[config.mk]
export PLATFORM = sky130hd
export DESIGN_NAME = pll_drp_master
export DESIGN_NICKNAME = d
export VERILOG_FILES = /design/src/rtl/pll_drp_pkg.sv /design/src/rtl/pll_drp_master_sync_2ff.sv /design/src/rtl/pll_drp_master.sv
export SDC_FILE = /design/constraint.sdc
export NUM_CORES = 1
export LEC_CHECK = 0
export CAP_MARGIN = 10
export CELL_PAD_IN_SITES_DETAIL_PLACEMENT = 0
export CELL_PAD_IN_SITES_GLOBAL_PLACEMENT = 1
export CORE_MARGIN = 2
export CORE_UTILIZATION = 40
export DETAILED_ROUTE_END_ITERATION = 8
export PLACE_DENSITY = 0.8
export SLEW_MARGIN = 0
export SYNTH_ARGS = -nofsm -noshare
export SYNTH_HDL_FRONTEND = slang
export SYNTH_HIERARCHICAL = 1
export SYNTH_SLANG_ARGS = --single-unit
[constraint.sdc]
create_clock -name clk -period 2.5 [get_ports clk]
set_input_delay 0.5 -clock clk [delete_from_list [all_inputs] [get_ports clk]]
set_output_delay 0.5 -clock clk [all_outputs]
set_load 0.05 [all_outputs]
[src/rtl/pll_drp_pkg.sv]
// Shared definitions for the PLL DRP master: bus widths, FSM states and a
// saturating counter helper.
`timescale 1ns/1ps
package pll_drp_pkg;

    localparam int DRP_ADDR_W = 6;
    localparam int DRP_DATA_W = 8;
    localparam int CNT_W      = 16;

    typedef enum logic [2:0] {
        IDLE,
        SETUP,
        STROBE,
        HOLD,
        PLL_RST,
        LOCK_WAIT
    } drp_state_t;

    // Counters stop at their limit instead of wrapping back to zero.
    function automatic logic [CNT_W-1:0] sat_inc(input logic [CNT_W-1:0] value,
                                                 input logic [CNT_W-1:0] limit);
        return (value >= limit) ? limit : value + 16'd1;
    endfunction

endpackage

[src/rtl/pll_drp_master_sync_2ff.sv]
// Generic two-flop synchroniser with a synchronous reset to zero. It brings
// signals from other clock domains, such as the PLL lock flag, into clk.
`timescale 1ns/1ps
module sync_2ff #(
    parameter int WIDTH = 1
) (
    input  logic             clk,
    input  logic             rst_n,
    input  logic [WIDTH-1:0] d,
    output logic [WIDTH-1:0] q
);

    logic [WIDTH-1:0] meta;

    // First flop may go metastable; the second gives it a cycle to settle.
    always_ff @(posedge clk) begin
        if (!rst_n) begin
            meta <= '0;
            q    <= '0;
        end else begin
            meta <= d;
            q    <= meta;
        end
    end

endmodule

[src/rtl/pll_drp_master.sv]
// DRP initiator for the EF2 PLL. It turns single register read/write requests
// into DRP strobe sequences. After the last write of a batch it pulses the PLL
// reset and waits until the lock flag has stayed clean for long enough.
`timescale 1ns/1ps
module pll_drp_master
    import pll_drp_pkg::*;
#(
    parameter int RST_CYCLES   = 16,
    parameter int LOCK_STABLE  = 64,
    parameter int LOCK_TIMEOUT = 65535
) (
    input  logic                  clk,
    input  logic                  rst_n,
    input  logic                  req_valid,
    output logic                  req_ready,
    input  logic                  req_we,
    input  logic                  req_last,
    input  logic [DRP_ADDR_W-1:0] req_addr,
    input  logic [DRP_DATA_W-1:0] req_wdata,
    output logic                  rsp_valid,
    output logic [DRP_DATA_W-1:0] rsp_rdata,
    output logic                  drp_dclk,
    output logic                  drp_dcs,
    output logic                  drp_dwe,
    output logic [DRP_ADDR_W-1:0] drp_daddr,
    output logic [DRP_DATA_W-1:0] drp_di,
    input  logic [DRP_DATA_W-1:0] drp_do,
    output logic                  pll_reset,
    input  logic                  pll_extlock,
    output logic                  busy,
    output logic                  locked,
    output logic                  lock_err
);

    localparam logic [CNT_W-1:0] RST_LAST     = CNT_W'(RST_CYCLES - 1);
    localparam logic [CNT_W-1:0] STABLE_LIM   = CNT_W'(LOCK_STABLE);
    localparam logic [CNT_W-1:0] TIMEOUT_LAST = CNT_W'(LOCK_TIMEOUT - 1);

    drp_state_t       state;
    logic             lat_we;
    logic             lat_last;
    logic [CNT_W-1:0] rst_cnt;
    logic [CNT_W-1:0] stable_cnt;
    logic [CNT_W-1:0] timeout_cnt;
    logic             lock_s;
    logic [CNT_W-1:0] stable_next;
    logic             stable_hit;

    sync_2ff #(.WIDTH(1)) u_lock_sync (
        .clk   (clk),
        .rst_n (rst_n),
        .d     (pll_extlock),
        .q     (lock_s)
    );

    // Next value of the lock qualifier: one low sample restarts the count.
    always_comb begin
        stable_next = '0;
        if (lock_s) begin
            stable_next = sat_inc(stable_cnt, STABLE_LIM);
        end
        stable_hit = (stable_next == STABLE_LIM);
    end

    // Main sequencer: request handshake, DRP strobes, PLL reset and lock wait.
    always_ff @(posedge clk) begin
        if (!rst_n) begin
            state       <= IDLE;
            lat_we      <= 1'b0;
            lat_last    <= 1'b0;
            rst_cnt     <= '0;
            stable_cnt  <= '0;
            timeout_cnt <= '0;
            req_ready   <= 1'b0;
            rsp_valid   <= 1'b0;
            rsp_rdata   <= '0;
            drp_dclk    <= 1'b0;
            drp_dcs     <= 1'b0;
            drp_dwe     <= 1'b0;
            drp_daddr   <= '0;
            drp_di      <= '0;
            pll_reset   <= 1'b0;
            busy        <= 1'b0;
            locked      <= 1'b0;
            lock_err    <= 1'b0;
        end else begin
            rsp_valid <= 1'b0;
            if (state != PLL_RST) begin
                stable_cnt <= stable_next;
                locked     <= stable_hit;
            end
            case (state)
                IDLE: begin
                    if (req_valid && req_ready) begin
                        lat_we    <= req_we;
                        lat_last  <= req_last;
                        lock_err  <= 1'b0;
                        drp_daddr <= req_addr;
                        drp_di    <= req_wdata;
                        drp_dwe   <= req_we;
                        drp_dcs   <= 1'b1;
                        drp_dclk  <= 1'b0;
                        req_ready <= 1'b0;
                        busy      <= 1'b1;
                        state     <= SETUP;
                    end else begin
                        req_ready <= 1'b1;
                    end
                end
                SETUP: begin
                    drp_dclk <= 1'b1;
                    state    <= STROBE;
                end
                STROBE: begin
                    drp_dclk <= 1'b0;
                    drp_dcs  <= 1'b0;
                    drp_dwe  <= 1'b0;
                    if (!lat_we) begin
                        rsp_rdata <= drp_do;
                        rsp_valid <= 1'b1;
                    end
                    state <= HOLD;
                end
                HOLD: begin
                    if (lat_we && lat_last) begin
                        pll_reset  <= 1'b1;
                        locked     <= 1'b0;
                        stable_cnt <= '0;
                        rst_cnt    <= '0;
                        state      <= PLL_RST;
                    end else begin
                        busy      <= 1'b0;
                        req_ready <= 1'b1;
                        state     <= IDLE;
                    end
                end
                PLL_RST: begin
                    if (rst_cnt == RST_LAST) begin
                        pll_reset   <= 1'b0;
                        timeout_cnt <= '0;
                        state       <= LOCK_WAIT;
                    end else begin
                        rst_cnt <= rst_cnt + 16'd1;
                    end
                end
                LOCK_WAIT: begin
                    if (stable_hit) begin
                        busy      <= 1'b0;
                        req_ready <= 1'b1;
                        state     <= IDLE;
                    end else if (timeout_cnt >= TIMEOUT_LAST) begin
                        lock_err  <= 1'b1;
                        busy      <= 1'b0;
                        req_ready <= 1'b1;
                        state     <= IDLE;
                    end else begin
                        timeout_cnt <= sat_inc(timeout_cnt, TIMEOUT_LAST);
                    end
                end
                default: begin
                    busy      <= 1'b0;
                    pll_reset <= 1'b0;
                    state     <= IDLE;
                end
            endcase
        end
    end

endmodule

==> metrics.txt <==
ys flop type dfxtp_1; Synth area leader dfxtp_1; Hold Path Cell Cnt 1; Mapped Avg Cell Area 8.27 µm²; Comb power frac 27.2%; worst setup skew after layout 11.5 ps; # DRC 0; GPL Wtd Cong 0.875; CTS tree built; area of the die 10500 µm²; RSZ-0062 raised after global routing false; switch share 35.0%; Hold WC Path Type register to register; Post-DRT Antenna Nets 0; Global Route Usage Sum 18.6%; maximum clock insertion buffer count 2; area grow syn2layout 24.8%; post-route cell area 4860 µm²; count leader, synth nand2_1; first-pass GRT wire length 15500 µm; starting density of the core 40.6%; Synth top area share 44.2%; vias per inst 5.22; initial antenna violation count 0; measured slew at the worst slew-check pin 560 ps; R2R cell count 7; Worst slew margin 62.5%; Final Setup Violations 0; clock latency on the worst-skew pair 360 ps; Netlist Area Pre-Place 3890 µm²; largest net degree at the start of global routing 33; FF-to-FF End timeout_cnt[9]$_SDFFE_PN0P_; Cells after Synth 471; grt ovf 0; ys async rst share 0%; part of the Yosys area used for sequential elements 44.2%; Synth top cells by count nand2_1, dfxtp_1, nor2_1, a21boi_0, clkbuf_1; Register-to-Register Setup Slack 120 ps; Reg area 1720 µm²; layout cell share with drive strength beyond 1 6.75%; Max FO, Critical Path 11; final non-filler cell total 666; Worst Path Required 2810 ps; hold path start u_lock_sync/meta$_SDFF_PN0_; Hold Path Sink u_lock_sync/q$_SDFF_PN0_; Clock Power Share 28.5%; final slew viol count 0; startpoint types register; fin nets 561; period utilization 95.3%; vias in the first global route 3268; highest clock rate 420 MHz; ANT cells 0; LEAKAGE 1.75 nW; HPWL Detailed 6480 µm; crit end category register; Hold Vio Cnt, Final 0; Net Sw Power 1.25 mW; Syn Nets 504; width of the die 103 µm; PnR worst setup slack 116 ps; Cell Pwr Density 737 nW/µm²; Synth cell types 51; YS warnings 6; H-tree depth 3; Inst Count DP 650; Flop pwr share 44.3%; TritonRoute pass-1 iters 4; DR vias 3475; clock buffer count from CTS 9; internal power 2.33 mW; Area after DPL 4650 µm²; max-cap viol count 0; min Tclk post-route 2380 ps; reg2reg start stable_cnt[0]$_SDFF_PN0_; critical setup path kind register to register; outcome finished clean; Worst-path clk slew 90 ps; Row Count 36; Routed wire per std cell 13.9 µm; clock sink count 86; setup slack at placement 67.5 ps; filler cell count 918; final wirelength 9260 µm; I/O pin count 59; Max IR drop VDD 0.372 mV; number of synthesized register bits 86; CORE AREA 9590 µm²; Setup TNS 0 ps; Die Y 103 µm; Post-synth EDFFs 0; Worst EP arrival 2690 ps; area of the multi-input gates 2050 µm²; Post CTS Setup Buffer Count 0; Synth area leaders dfxtp_1, nand2_1, a21boi_0, xnor2_1, nor2_1; DR iter-0 viols 193; CTS root buf clkbuf_8; IO Port Bufs 58
[worst max-delay path, stage by stage (launching register included)]
cell and delay [ps]:
dfxtp_1 350, ha_1 250, and3_1 190, o211a_1 220, o2111a_1 330, or2_1 400, or4_1 510, nand3_1 80
[worst max-delay path by stage]
stage / start / end / slack (ps) / depth (start not counted)
after global routing: stable_cnt[1]$_SDFF_PN0_ / timeout_cnt[11]$_SDFFE_PN0P_ / 20 / 7
final: stable_cnt[0]$_SDFF_PN0_ / timeout_cnt[9]$_SDFFE_PN0P_ / 120 / 7
after floorplan: stable_cnt[0]$_SDFF_PN0_ / timeout_cnt[9]$_SDFFE_PN0P_ / 260 / 8
after global placement: rst_cnt[10]$_SDFFE_PN0P_ / timeout_cnt[2]$_SDFFE_PN0P_ / 120 / 5
after CTS: rst_cnt[5]$_SDFFE_PN0P_ / timeout_cnt[10]$_SDFFE_PN0P_ / 50 / 5
after detailed placement: rst_cnt[10]$_SDFFE_PN0P_ / timeout_cnt[10]$_SDFFE_PN0P_ / 70 / 5
[sequential cells by signal, indices dropped and copies added (netlist names)]
name,flops
lat_we,1
pll_reset,1
drp_daddr,6
state,3
rst_cnt,16
drp_dcs,1
drp_dclk,1
locked,1
rsp_valid,1
stable_cnt,16
lat_last,1
rsp_rdata,8
drp_di,8
timeout_cnt,16
drp_dwe,1
u_lock_sync/q,1
lock_err,1
u_lock_sync/meta,1
req_ready,1
busy,1
[cell families (layout without fill, tap and decap cells)]
| family | Yosys count | in the layout | share of synthesized area [%] |
|---|---|---|---|
| mux | 2 | 2 | 0.546 |
| buf+inv | 31 | 93 | 3.25 |
| fa+ha+maj | 5 | 5 | 1.61 |
| simple gates | 238 | 238 | 30.7 |
| flops | 86 | 86 | 44.2 |
| compound gates | 95 | 95 | 16.5 |
| xor+xnor | 14 | 14 | 3.15 |
[power by group through the flow]
stage                     clock network [mW]  logic [mW]  registers (mW)
after floorplan                            0       0.350            1.90
after global placement                     0       0.976            1.61
after detailed placement                   0       0.982            1.62
after CTS                               1.06       0.985            1.59
after global routing                    1.13        1.05            1.60
final                                   1.02       0.975            1.59
[per-layer routing]
metal  wire (µm)  up-vias  global-route usage (%)  part of all wire [%]
met3         552        8                    6.10                   6.0
met5           0        -                       0                     0
met4          76        0                    4.92                  0.82
met1        4440     1628                    24.9                    48
met2        4190       57                    28.9                    45
li1            -     1782                       -                     -
[final cells by class]
type	count	share of cell area, %
clock buffer	10	2.83
inverter	6	0.463
sequential	86	35.4
multi-input combinational	354	42.3
clock inverter	6	1.39
timing repair buffer	71	14.2
tap	133	3.42
[repair_timing]
action	in CTS	in global routing
hold buffers	0	0
setup endpoints to repair	0	4
resized for setup	0	1
[per-stage QoR]
step	power [mW]	hold WS, ps	util (%)
after floorplan	2.25	406	-
after global placement	2.59	411	48.4
after detailed placement	2.60	415	48.4
after CTS	3.63	436	50.6
after global routing	3.78	456	50.7
final	3.58	436	50.7
[layout by cell type, fill, tap and decap left out, types with 2 or more instances in the layout]
cell type	count
inv_6	2
o21ai_1	2
a211o_1	2
o31a_1	2
or2_2	2
o22ai_1	3
nor4b_1	2
nor2b_1	10
buf_4	12
o211ai_1	7
or4_1	5
xnor2_1	14
clkbuf_8	10
o21ai_0	16
or3_1	5
a21boi_0	26
a31oi_1	8
nor3b_1	3
nand2_1	89
nor2_1	31
nand3b_1	6
a21oi_1	16
and4_1	3
nand4_1	8
ha_1	5
clkdlybuf4s50_1	58
dfxtp_1	86
clkinvlp_4	2
a211oi_1	2
and3_1	17
inv_1	6
nor4_1	12
and2_1	10
nor3_1	9
nand3_1	19
and2_0	2
Power figures use the tool's default switching activity.
